--- src/rtl/glitch_seq.sv ---
// Trigger-driven glitch campaign sequencer: waits for a selected trigger edge,
// issues a glitch request, then steps the delay for the next attempt.
module glitch_seq (
    input  logic        clk_in,
    input  logic        rst,
    input  logic        arm,
    input  logic        abort,
    input  logic        trig_in,
    input  logic        trig_pol,
    input  logic [15:0] delay_start,
    input  logic [15:0] delay_step,
    input  logic [7:0]  width,
    input  logic [7:0]  mode,
    input  logic [7:0]  count,
    input  logic        glitch_ready,
    output logic        glitch_en,
    output logic [15:0] glitch_delay,
    output logic [7:0]  glitch_width,
    output logic [7:0]  glitch_mode,
    output logic        busy,
    output logic        done,
    output logic [7:0]  attempt,
    output logic        overrun
);

    typedef enum logic [1:0] {
        IDLE  = 2'd0,
        ARMED = 2'd1,
        FIRE  = 2'd2,
        WAIT  = 2'd3
    } state_t;

    state_t      state;
    state_t      state_nxt;

    logic        trig_p0;
    logic        trig_p1;
    logic        trig_p2;
    logic        edge_sel;
    logic        arm_acc;

    logic        pol_q;
    logic [15:0] step_q;
    logic [7:0]  count_q;

    function automatic logic [15:0] sat_add16(input logic [15:0] a, input logic [15:0] b);
        logic [16:0] s;
        s = {1'b0, a} + {1'b0, b};
        return s[16] ? 16'hFFFF : s[15:0];
    endfunction

    // Stage p0/p1: metastability synchroniser; p2: previous value for edge detect
    always_ff @(posedge clk_in) begin
        if (rst) begin
            trig_p0 <= 1'b0;
            trig_p1 <= 1'b0;
            trig_p2 <= 1'b0;
        end else begin
            trig_p0 <= trig_in;
            trig_p1 <= trig_p0;
            trig_p2 <= trig_p1;
        end
    end

    assign edge_sel = pol_q ? (trig_p1 & ~trig_p2) : (~trig_p1 & trig_p2);
    assign arm_acc  = (state == IDLE) && arm && !abort;

    // Campaign configuration, captured on an accepted arm only
    always_ff @(posedge clk_in) begin
        if (arm_acc) begin
            pol_q   <= trig_pol;
            step_q  <= delay_step;
            count_q <= count;
        end
    end

    always_comb begin
        state_nxt = state;
        glitch_en = 1'b0;
        case (state)
            IDLE: begin
                if (arm_acc && (count != 8'd0))
                    state_nxt = ARMED;
            end
            ARMED: begin
                if (abort)
                    state_nxt = IDLE;
                else if (edge_sel && glitch_ready)
                    state_nxt = FIRE;
            end
            FIRE: begin
                glitch_en = 1'b1;
                state_nxt = abort ? IDLE : WAIT;
            end
            WAIT: begin
                if (abort)
                    state_nxt = IDLE;
                else if (glitch_ready)
                    state_nxt = (attempt == count_q) ? IDLE : ARMED;
            end
            default: state_nxt = IDLE;
        endcase
    end

    always_ff @(posedge clk_in) begin
        if (rst) begin
            state        <= IDLE;
            busy         <= 1'b0;
            done         <= 1'b0;
            attempt      <= 8'd0;
            overrun      <= 1'b0;
            glitch_delay <= 16'd0;
            glitch_width <= 8'd0;
            glitch_mode  <= 8'd0;
        end else begin
            state <= state_nxt;
            busy  <= (state_nxt != IDLE);
            done  <= 1'b0;
            case (state)
                IDLE: begin
                    if (arm_acc) begin
                        attempt      <= 8'd0;
                        overrun      <= 1'b0;
                        glitch_delay <= delay_start;
                        glitch_width <= width;
                        glitch_mode  <= mode;
                        done         <= (count == 8'd0);
                    end
                end
                ARMED: begin
                    if (!abort && edge_sel && !glitch_ready)
                        overrun <= 1'b1;
                end
                FIRE: begin
                    if (!abort)
                        attempt <= attempt + 8'd1;
                end
                WAIT: begin
                    // Edges seen here are deliberately ignored; only ready matters
                    if (!abort && glitch_ready) begin
                        if (attempt == count_q)
                            done <= 1'b1;
                        else
                            glitch_delay <= sat_add16(glitch_delay, step_q);
                    end
                end
                default: ;
            endcase
        end
    end

endmodule

--- config.mk ---
export PLATFORM = sky130hd
export DESIGN_NAME = glitch_seq
export DESIGN_NICKNAME = d
export VERILOG_FILES = /design/src/rtl/glitch_seq.sv
export SDC_FILE = /design/constraint.sdc
export NUM_CORES = 1
export LEC_CHECK = 0
export BUFFER_PORTS_ARGS = -buffer_cell sky130_fd_sc_hd__buf_4
export CAP_MARGIN = 20
export CORE_MARGIN = 2
export CORE_UTILIZATION = 45
export DETAILED_ROUTE_END_ITERATION = 10
export PLACE_DENSITY = 0.8
export SLEW_MARGIN = 20
export SYNTH_ARGS = -nofsm -noshare
export SYNTH_HDL_FRONTEND = slang
export SYNTH_SLANG_ARGS = --single-unit
--- constraint.sdc ---
create_clock -name clk_in -period 3.05 [get_ports clk_in]
set_input_delay 0.1525 -clock clk_in [delete_from_list [all_inputs] [get_ports clk_in]]
set_output_delay 0.1525 -clock clk_in [all_outputs]
set_load 0.03 [all_outputs]
==> flow_metrics.py, run 1 <==
metrics = {
    "floorplanning": {
        "initial_core_util_pct": 46.2,
        "die-height_um": 95.9,
        "core-area_um2": 8220,
        "ioPinCount": 107,
        "die_w_um": 95.9,
        "die-area_um2": 9190,
        "row_count": 33,
    },
    "power_and_ir_drop": {
        "p_total_uw": 2620,
        "power_switching_uw": 853,
        "switching_share_pct": 32.5,
        "pwr-share-clk_pct": 31.1,
        "p_seq_share_pct": 42.6,
        "p_per_area_nw_per_um2": 508,
        "p_int_uw": 1770,
        "power_leakage_uw": 0.00221,
        "peakVddDrop_mv": 0.352,
        "power_frac_comb_pct": 26.4,
    },
    "final_layout": {
        "fin_area_um2": 5160,
        "stdcell_count": 646,
        "diodes": 0,
        "area_growth_pct": 35.9,
        "finalNetCount": 622,
        "fill_cells": 680,
        "final_layout_size_suffix_gt1_share_pct": 25.9,
    },
    "worst_setup_path": {
        "cpPeakStageDelay_ns": 0.51,
        "cp.arrival_ns": 2.87,
        "crit_type": "flip-flop to flip-flop",
        "crit_end": "glitch_delay[8]$_SDFFE_PP0P_",
        "path_cells": "ha_1 -> fa_1 -> a21o_1 -> a221oi_4 -> o211a_1 -> o31ai_4 -> a2111oi_0 -> o32ai_1",
        "r2r_start": "step_q[0]$_DFFE_PP_",
        "worst-path-max-fanout": 7,
        "required_ns": 3.26,
        "r2r_slack_ns": 0.39,
        "worstSetupStartpoint": "step_q[0]$_DFFE_PP_",
        "start_kind": "flip-flop",
        "rr_worst_depth": 8,
        "rr_endpoint": "glitch_delay[8]$_SDFFE_PP0P_",
        "cp_slowest_cell": "a2111oi_0",
        "endpoint_kind": "flip-flop",
    },
    "sta": {
        "layout_min_cycle_time_ns": 2.66,
        "drv_slew": 0,
        "finClkSkew_ns": 0.0140,
        "fmax_mhz": 376,
        "setup_violations": 0,
        "rsz0062_at_grt": "false",
        "max-slew-margin-rel_pct": 49.7,
        "period_share_pct": 87.2,
        "tightest_slew_ns": 0.753,
        "hold_viol_final": 0,
        "tns_ns": 0,
        "fin_ws_ns": 0.391,
    },
    "grt": {
        "grt_use_total_pct": 21.9,
        "antenna_found_initial": 0,
        "grt_pass1_vias": 3418,
        "overflow": 0,
        "grt_first_pass_wirelength_um": 15600,
        "grt_max_degree": 29,
    },
    "place": {
        "place_ws_ns": 0.437,
        "io_buffers": 106,
        "postPlaceCellArea_um2": 4690,
        "routabilityCongestion": 0.964,
        "dp.cells": 604,
        "place_hpwl_um": 7000,
    },
    "yosys": {
        "yosysTopAreaCell": "dfxtp_1",
        "synthCells": 404,
        "synthArstFlopShare_pct": 0,
        "yosys.area.top_type_share_pct": 25.3,
        "synth_nets": 490,
        "synth_area_um2": 3800,
        "yosysMostFrequentCell": "nand2_1",
        "synthFlopType": "dfxtp_1",
        "synth_area_per_cell_um2": 9.40,
        "synth_commonest_cells": "nand2_1, dfxtp_1, nor2_1",
        "synth_cell_types": 54,
        "synth.area.top_cells": "dfxtp_1, edfxtp_1, ha_1",
        "yosys_warnings": 0,
        "ys_seq_area_share_pct": 45.1,
        "synth_seq_cells": 73,
        "synth_edf_count": 25,
    },
    "clocking": {
        "ctsLongestPathBuffers": 2,
        "clkLatencyLatePin_ns": 0.36,
        "cts_tree": "yes",
        "clock-sinks": 73,
        "clock-root-buffer": "clkbuf_8",
        "cts-buffers-inserted": 9,
        "path_clk_slew_ns": 0.09,
        "htree_levels": 3,
    },
    "run_status": {
        "run_status": "completed",
    },
    "run": {
        "cap_violations": 0,
    },
    "detailed_routing": {
        "drtIter0Drc": 108,
        "first_pass_iters": 4,
        "drcViolationCount": 0,
        "ant_nets": 0,
        "vias": 3454,
        "vias_per_cell": 5.35,
        "routed_wl_um": 9830,
        "post_drt_wl_per_cell_um": 15.2,
    },
    "min_path": {
        "hp-class": "input pin to flip-flop",
    },
}
[per-stage QoR]
step | utilization (%) | hold WS, ns
after floorplan | - | 0.251
final | 62.8 | 0.0251
after global routing | 62.8 | 0.0292
after CTS | 62.8 | 0.0140
after detailed placement | 57.1 | 0.332
after global placement | 57.1 | 0.331
[flip-flops by register name (all words and copies together), names as in the netlist, 2 cells and up]
register      flops
attempt           8
count_q           8
glitch_delay     16
glitch_mode       8
glitch_width      8
state             2
step_q           16
[worst max-delay path: cells and delay by family, from the launching register on]
family                     cells  cell delay [ns]
AOI/OAI and AO/OA              6             1.49
adders and majority gates      2             0.65
DFF                            1             0.37
[cell type report]
class                      count  area [µm²]  area share [%]
inverter                      25        93.8            1.82
clock inverter                 7        82.6            1.60
sequential                    73        1710            33.2
tap                          105         131            2.55
multi-input combinational    290        1920            37.3
timing repair buffer         137        1090            21.2
clock buffer                   9         124            2.40
[cells in the final DEF, fill, tap and decap left out, types with 5 or more instances in the layout]
| cell type | instances |
|---|---|
| buf_4 | 111 |
| nand2_1 | 49 |
| dfxtp_1 | 48 |
| nor2_1 | 46 |
| a21oi_1 | 33 |
| dlygate4sd3_1 | 26 |
| edfxtp_1 | 25 |
| inv_1 | 24 |
| ha_1 | 22 |
| xnor2_1 | 16 |
| o21ai_0 | 11 |
| a21o_1 | 10 |
| o32ai_1 | 9 |
| clkbuf_8 | 9 |
| nand3_1 | 7 |
| nand4_1 | 7 |
| xor2_1 | 7 |
| nor2b_1 | 6 |
| o32ai_2 | 6 |
| nand2b_1 | 5 |
| and3_1 | 5 |
[how the worst min path moves through the flow]
stage	endpoint	cells after the start	start
floorplan	count_q[0]$_DFFE_PP_	0	count[0]
global placement	step_q[14]$_DFFE_PP_	1	delay_step[14]
detailed placement	step_q[10]$_DFFE_PP_	1	delay_step[10]
CTS	glitch_width[3]$_SDFFE_PP0P_	3	width[3]
global route	glitch_width[4]$_SDFFE_PP0P_	3	width[4]
finish	glitch_width[3]$_SDFFE_PP0P_	3	width[3]
[cells by family (layout without fill, tap and decap cells)]
group	Yosys count	after routing	synth area share, %
buf+inv	41	178	4.28
fa+ha+maj	23	23	7.77
xor+xnor	23	23	5.30
compound gates	101	101	20.0
simple gates	139	139	16.5
flops	73	73	45.1
mux	4	4	1.09
[power by group through the flow]
stage / clock network (µW) / registers (µW) / logic [µW]
after global placement: 0 / 1140 / 644
after floorplan: 0 / 1210 / 365
final: 814 / 1120 / 691
after global routing: 864 / 1120 / 755
after detailed placement: 0 / 1140 / 656
after CTS: 830 / 1120 / 686
[layer usage]
| metal | global-route usage, % | vias to the layer above | share of wire, % |
|---|---|---|---|
| met5 | 0 | - | 0 |
| met4 | 7.26 | 0 | 1.6 |
| met3 | 6.58 | 16 | 7.4 |
| met2 | 38.9 | 122 | 49 |
| met1 | 24.9 | 1610 | 42 |
| li1 | - | 1706 | - |
[timing repair]
item / 4_1_cts / 5_1_grt
hold endpoints to repair: 26 / 0
gates resized for setup: 0 / 0
buffers inserted: 0 / 0
hold buffers: 26 / 0
Power figures use the tool's default switching activity.
==> run 2: changes to the inputs <==
BUFFER_PORTS_ARGS = not set   (was -buffer_cell sky130_fd_sc_hd__buf_4)
DONT_BUFFER_PORTS = 1   (was not set)
PLACE_DENSITY = 0.69   (was 0.8)
REMOVE_ABC_BUFFERS = 1   (was not set)
==> flow_metrics.py, run 2 (synthesis results as in run 1) <==
metrics = {
    "clocking": {
        "cts-buffers-inserted": 9,
        "cts_tree": "yes",
        "clkLatencyLatePin_ns": 0.35,
        "ctsLongestPathBuffers": 2,
        "clock-sinks": 73,
        "clock-root-buffer": "clkbuf_8",
        "postCtsSetupRepairBufs": 0,
        "path_clk_slew_ns": 0.09,
        "cts_resized": 0,
        "htree_levels": 3,
    },
    "worst_setup_path": {
        "cp.arrival_ns": 3.14,
        "path_cells": "ha_1 -> fa_1 -> a21o_1 -> a221oi_4 -> o211a_1 -> o31ai_4 -> a2111oi_0 -> o32ai_1",
        "required_ns": 3.25,
        "start_kind": "flip-flop",
        "cpPeakStageDelay_ns": 0.58,
        "crit_type": "flip-flop to flip-flop",
        "cp_slowest_cell": "a2111oi_0",
        "worst-path-max-fanout": 15,
        "endpoint_kind": "flip-flop",
    },
    "grt": {
        "grt_first_pass_wirelength_um": 14500,
        "overflow": 0,
        "antenna_found_initial": 0,
        "grt_use_total_pct": 20.5,
        "grt_max_degree": 29,
        "grt_pass1_vias": 3048,
    },
    "final_layout": {
        "fill_cells": 707,
        "area_growth_pct": 22.1,
        "final_cell_mix": "dlygate4sd3_1, nand2_1, dfxtp_1",
        "diodes": 0,
        "final_layout_size_suffix_gt1_share_pct": 8.58,
        "regArea_um2": 1710,
        "fin_area_um2": 4640,
        "finalNetCount": 547,
        "final_common_cell": "dlygate4sd3_1",
        "multiInputGateArea_um2": 1920,
        "top_regs": "glitch_delay: 16 flops, step_q: 16 flops",
    },
    "min_path": {
        "hp-class": "input pin to flip-flop",
    },
    "detailed_routing": {
        "drcViolationCount": 0,
        "drtIter0Drc": 90,
        "vias": 3150,
        "vias_per_cell": 5.52,
        "ant_nets": 0,
        "dr_wl_met2_um": 4660,
        "first_pass_iters": 5,
        "top_layer": "met4",
        "routed_wl_um": 9370,
        "wl_met1_um": 3880,
        "met3_length_um": 808,
        "post_drt_wl_per_cell_um": 16.4,
    },
    "floorplanning": {
        "initial_core_util_pct": 46.2,
        "die_w_um": 95.9,
        "ioPinCount": 107,
        "die-area_um2": 9190,
        "die-height_um": 95.9,
        "core-area_um2": 8220,
        "row_count": 33,
    },
    "sta": {
        "tns_ns": 0,
        "tightest_slew_ns": 0.918,
        "drv_slew": 0,
        "layout_min_cycle_time_ns": 2.93,
        "rsz0062_at_grt": "false",
        "hold_ws_ns": 0.0167,
        "hold_viol_final": 0,
        "period_share_pct": 96.1,
        "fin_ws_ns": 0.118,
        "max-slew-margin-rel_pct": 38.6,
        "fmax_mhz": 341,
        "setup_violations": 0,
        "finClkSkew_ns": 0.0158,
    },
    "place": {
        "place_ws_ns": 0.139,
        "io_buffers": 0,
        "postPlaceCellArea_um2": 3940,
        "routabilityCongestion": 0.860,
        "place_hpwl_um": 6300,
    },
    "power_and_ir_drop": {
        "p_per_area_nw_per_um2": 530,
        "power_leakage_uw": 0.00181,
        "p_total_uw": 2460,
        "peakVddDrop_mv": 0.404,
    },
    "run": {
        "cap_violations": 0,
    },
    "run_status": {
        "run_status": "completed",
    },
}
-- run 2: changes by cell type in the layout (fill, tap and decap cells not counted), sizes merged --
| cell | change |
|---|---|
| clkbuf | +1 |
| bufinv | -1 |
| buf | -100 |
| dlygate4sd3 | +25 |
-- run 2: layout make-up --
cell class | instances | area share (%)
multi-input cells | 290 | 41.5
well taps | 105 | 2.83
inverters | 25 | 2.02
clock inverters | 6 | 0.971
repair buffers | 62 | 12.8
clock buffers | 10 | 2.97
flip-flops and latches | 73 | 36.9
-- run 2: path summary, 6_finish.rpt --
check	from	to	slack [ns]	cells after the start
worst max-delay path	glitch_delay[0]$_SDFFE_PP0P_	glitch_delay[8]$_SDFFE_PP0P_	0.12	8
worst min-delay path	delay_start[14]	glitch_delay[14]$_SDFFE_PP0P_	0.02	2
worst max register to register	glitch_delay[0]$_SDFFE_PP0P_	glitch_delay[8]$_SDFFE_PP0P_	0.12	8
worst min register to register	trig_p0$_SDFF_PP0_	trig_p1$_SDFF_PP0_	0.45	1
-- run 2: per-layer routing --
layer	up-vias	GRT usage [%]
met5	-	0
met4	0	3.21
met3	5	8.61
met2	106	35.1
met1	1481	24.6
li1	1558	-
-- run 2: timing repair --
action | 4_1_cts | 5_1_grt
hold buffers | 51 | 0
hold endpoints to repair | 57 | 0
setup endpoints to repair | 0 | 0
-- run 2: critical path, delay by kind of cell, from the launching register on --
kind / cells / cell delay, ns
fa+ha+maj: 2 / 0.71
flops: 1 / 0.42
compound gates: 6 / 1.65
-- run 2: through the flow --
stage               utilization (%)  cells
floorplan                         -    388
global placement               48.0    504
detailed placement             48.0    504
CTS                            56.4    571
global route                   56.4    571
finish                         56.4    571
-- run 2: power by group --
group | total (µW) | switching (µW) | internal [µW]
sequential | 1180 | 103 | 1070
combinational | 546 | 309 | 237
clock | 735 | 406 | 329
==> run 3: changes to the inputs <==
HOLD_SLACK_MARGIN = 0.1   (was not set)
RECOVER_POWER = 25   (was not set)
SETUP_SLACK_MARGIN = 0.3   (was not set)
==> flow_metrics.py, run 3 (synthesis results as in run 1) <==
metrics = {
    "run_status": {
        "run_status": "completed",
    },
    "clocking": {
        "htree_levels": 3,
        "clock-root-buffer": "clkbuf_8",
        "postCtsSetupRepairBufs": 0,
        "path_clk_slew_ns": 0.09,
        "clock-sinks": 73,
        "clkLatencyLatePin_ns": 0.35,
        "cts_tree": "yes",
        "cts-buffers-inserted": 9,
        "ctsLongestPathBuffers": 2,
    },
    "grt": {
        "met3_usage_pct": 8.14,
        "grt_use_total_pct": 20.7,
        "antenna_found_initial": 0,
        "grtUsageMet2_pct": 35.4,
        "grt_first_pass_wirelength_um": 14600,
        "grt-busiest-layer": "met2",
        "use_met1_pct": 25.0,
        "overflow": 0,
        "grt_pass1_vias": 3080,
        "grt_max_degree": 29,
    },
    "worst_setup_path": {
        "cp_slowest_cell": "dfxtp_1",
        "required_ns": 3.25,
        "worst-path-max-fanout": 8,
        "crit_end": "glitch_delay[8]$_SDFFE_PP0P_",
        "r2r_start": "glitch_delay[0]$_SDFFE_PP0P_",
        "endpoint_kind": "flip-flop",
        "r2r_slack_ns": 0.29,
        "crit_type": "flip-flop to flip-flop",
        "rr_endpoint": "glitch_delay[8]$_SDFFE_PP0P_",
        "critical_path_buf_inv_count": 0,
        "worstSetupStartpoint": "glitch_delay[0]$_SDFFE_PP0P_",
        "cp.arrival_ns": 2.96,
        "path_delay_family": "compound AO/OA/AOI/OAI gates",
        "worst-path-stages": 8,
        "rr_worst_depth": 8,
        "path_cells": "ha_1 -> fa_1 -> a21o_1 -> a221oi_4 -> o211a_1 -> o31ai_4 -> a2111oi_4 -> o32ai_1",
        "start_kind": "flip-flop",
        "cpPeakStageDelay_ns": 0.43,
    },
    "detailed_routing": {
        "vias": 3218,
        "drcViolationCount": 0,
        "first_pass_iters": 6,
        "drtIter0Drc": 112,
        "vias_per_cell": 5.53,
        "routed_wl_um": 9600,
        "post_drt_wl_per_cell_um": 16.5,
        "ant_nets": 0,
    },
    "sta": {
        "tns_ns": 0,
        "layout_min_cycle_time_ns": 2.76,
        "period_share_pct": 90.6,
        "tightest_slew_ns": 0.996,
        "rsz0062_at_grt": "false",
        "drv_slew": 0,
        "fmax_mhz": 362,
        "max-slew-margin-rel_pct": 33.4,
        "hold_viol_final": 0,
        "finClkSkew_ns": 0.0157,
        "setup_violations": 0,
    },
    "floorplanning": {
        "die-area_um2": 9190,
        "core-area_um2": 8220,
        "ioPinCount": 107,
        "die-height_um": 95.9,
        "row_count": 33,
        "die_w_um": 95.9,
        "initial_core_util_pct": 46.2,
    },
    "place": {
        "dp.cells": 504,
        "io_buffers": 0,
        "place_hpwl_um": 6300,
        "routabilityCongestion": 0.860,
    },
    "final_layout": {
        "final_cell_mix": "dlygate4sd3_1, nand2_1, dfxtp_1",
        "top_regs": "glitch_delay: 16 flops, step_q: 16 flops",
        "stdcell_count": 582,
        "final_common_cell": "dlygate4sd3_1",
        "fill_cells": 692,
        "diodes": 0,
        "area_growth_pct": 25.5,
        "finalNetCount": 558,
        "utilization_pct": 58.0,
        "final_layout_size_suffix_gt1_share_pct": 8.18,
    },
    "power_and_ir_drop": {
        "peakVddDrop_mv": 0.405,
        "p_per_area_nw_per_um2": 519,
        "power_leakage_uw": 0.00184,
    },
    "min_path": {
        "hp-class": "input pin to flip-flop",
    },
    "run": {
        "cap_violations": 0,
    },
}
## run 3: worst min path at each step
stage	from	endpoint	slack, ns	depth (start not counted)
floorplan	rst	attempt[1]$_SDFFE_PP0P_	0.22	1
global placement	rst	attempt[1]$_SDFFE_PP0P_	0.22	1
detailed placement	rst	glitch_mode[2]$_SDFFE_PP0P_	0.23	1
CTS	abort	state[1]$_SDFF_PP0_	0.11	3
global route	abort	state[1]$_SDFF_PP0_	0.13	3
finish	abort	state[1]$_SDFF_PP0_	0.12	3
## run 3: routing by layer
| metal | vias to the layer above | share of wire, % |
|---|---|---|
| li1 | 1585 | - |
| met1 | 1526 | 42 |
| met2 | 101 | 50 |
| met3 | 6 | 8.0 |
| met4 | 0 | 0.24 |
| met5 | - | 0 |
## run 3: timing repair
action | in CTS | in global routing
endpoints found under the setup margin | 2 | 15
gates resized for setup | 2 | 3
gates cloned | 0 | 1
hold buffers | 61 | 0
endpoints found under the hold margin | 68 | 0
pin swaps | 1 | 0
## run 3: tightest hold or removal path, delay by kind of cell
family,cells,cell delay (ns)
compound gates,2,0.22
simple gates,1,0.03
## run 3: through the flow
| step | cell area (µm²) | power (µW) | worst slack (ns) | hold slack [ns] |
|---|---|---|---|---|
| floorplan | 3730 | 1570 | 0.391 | 0.222 |
| global placement | 3940 | 1670 | 0.287 | 0.224 |
| detailed placement | 3940 | 1680 | 0.139 | 0.226 |
| CTS | 4740 | 2480 | 0.298 | 0.110 |
| global route | 4770 | 2600 | 0.215 | 0.129 |
| finish | 4770 | 2480 | 0.286 | 0.122 |
## run 3: final cells by class
cell class | instances | area [µm²] | share of cell area [%]
Clock inverter | 6 | 45.0 | 0.945
Multi-Input combinational cell | 291 | 1960 | 41.2
Timing Repair Buffer | 72 | 682 | 14.3
Clock buffer | 10 | 138 | 2.89
Sequential cell | 73 | 1710 | 35.9
Inverter | 25 | 93.8 | 1.97
Tap cell | 105 | 131 | 2.76
## run 3: power breakdown
part,total (µW),switching [µW],internal (µW)
logic,566,325,241
clock network,733,405,329
registers,1180,103,1070
total,2480,833,1640
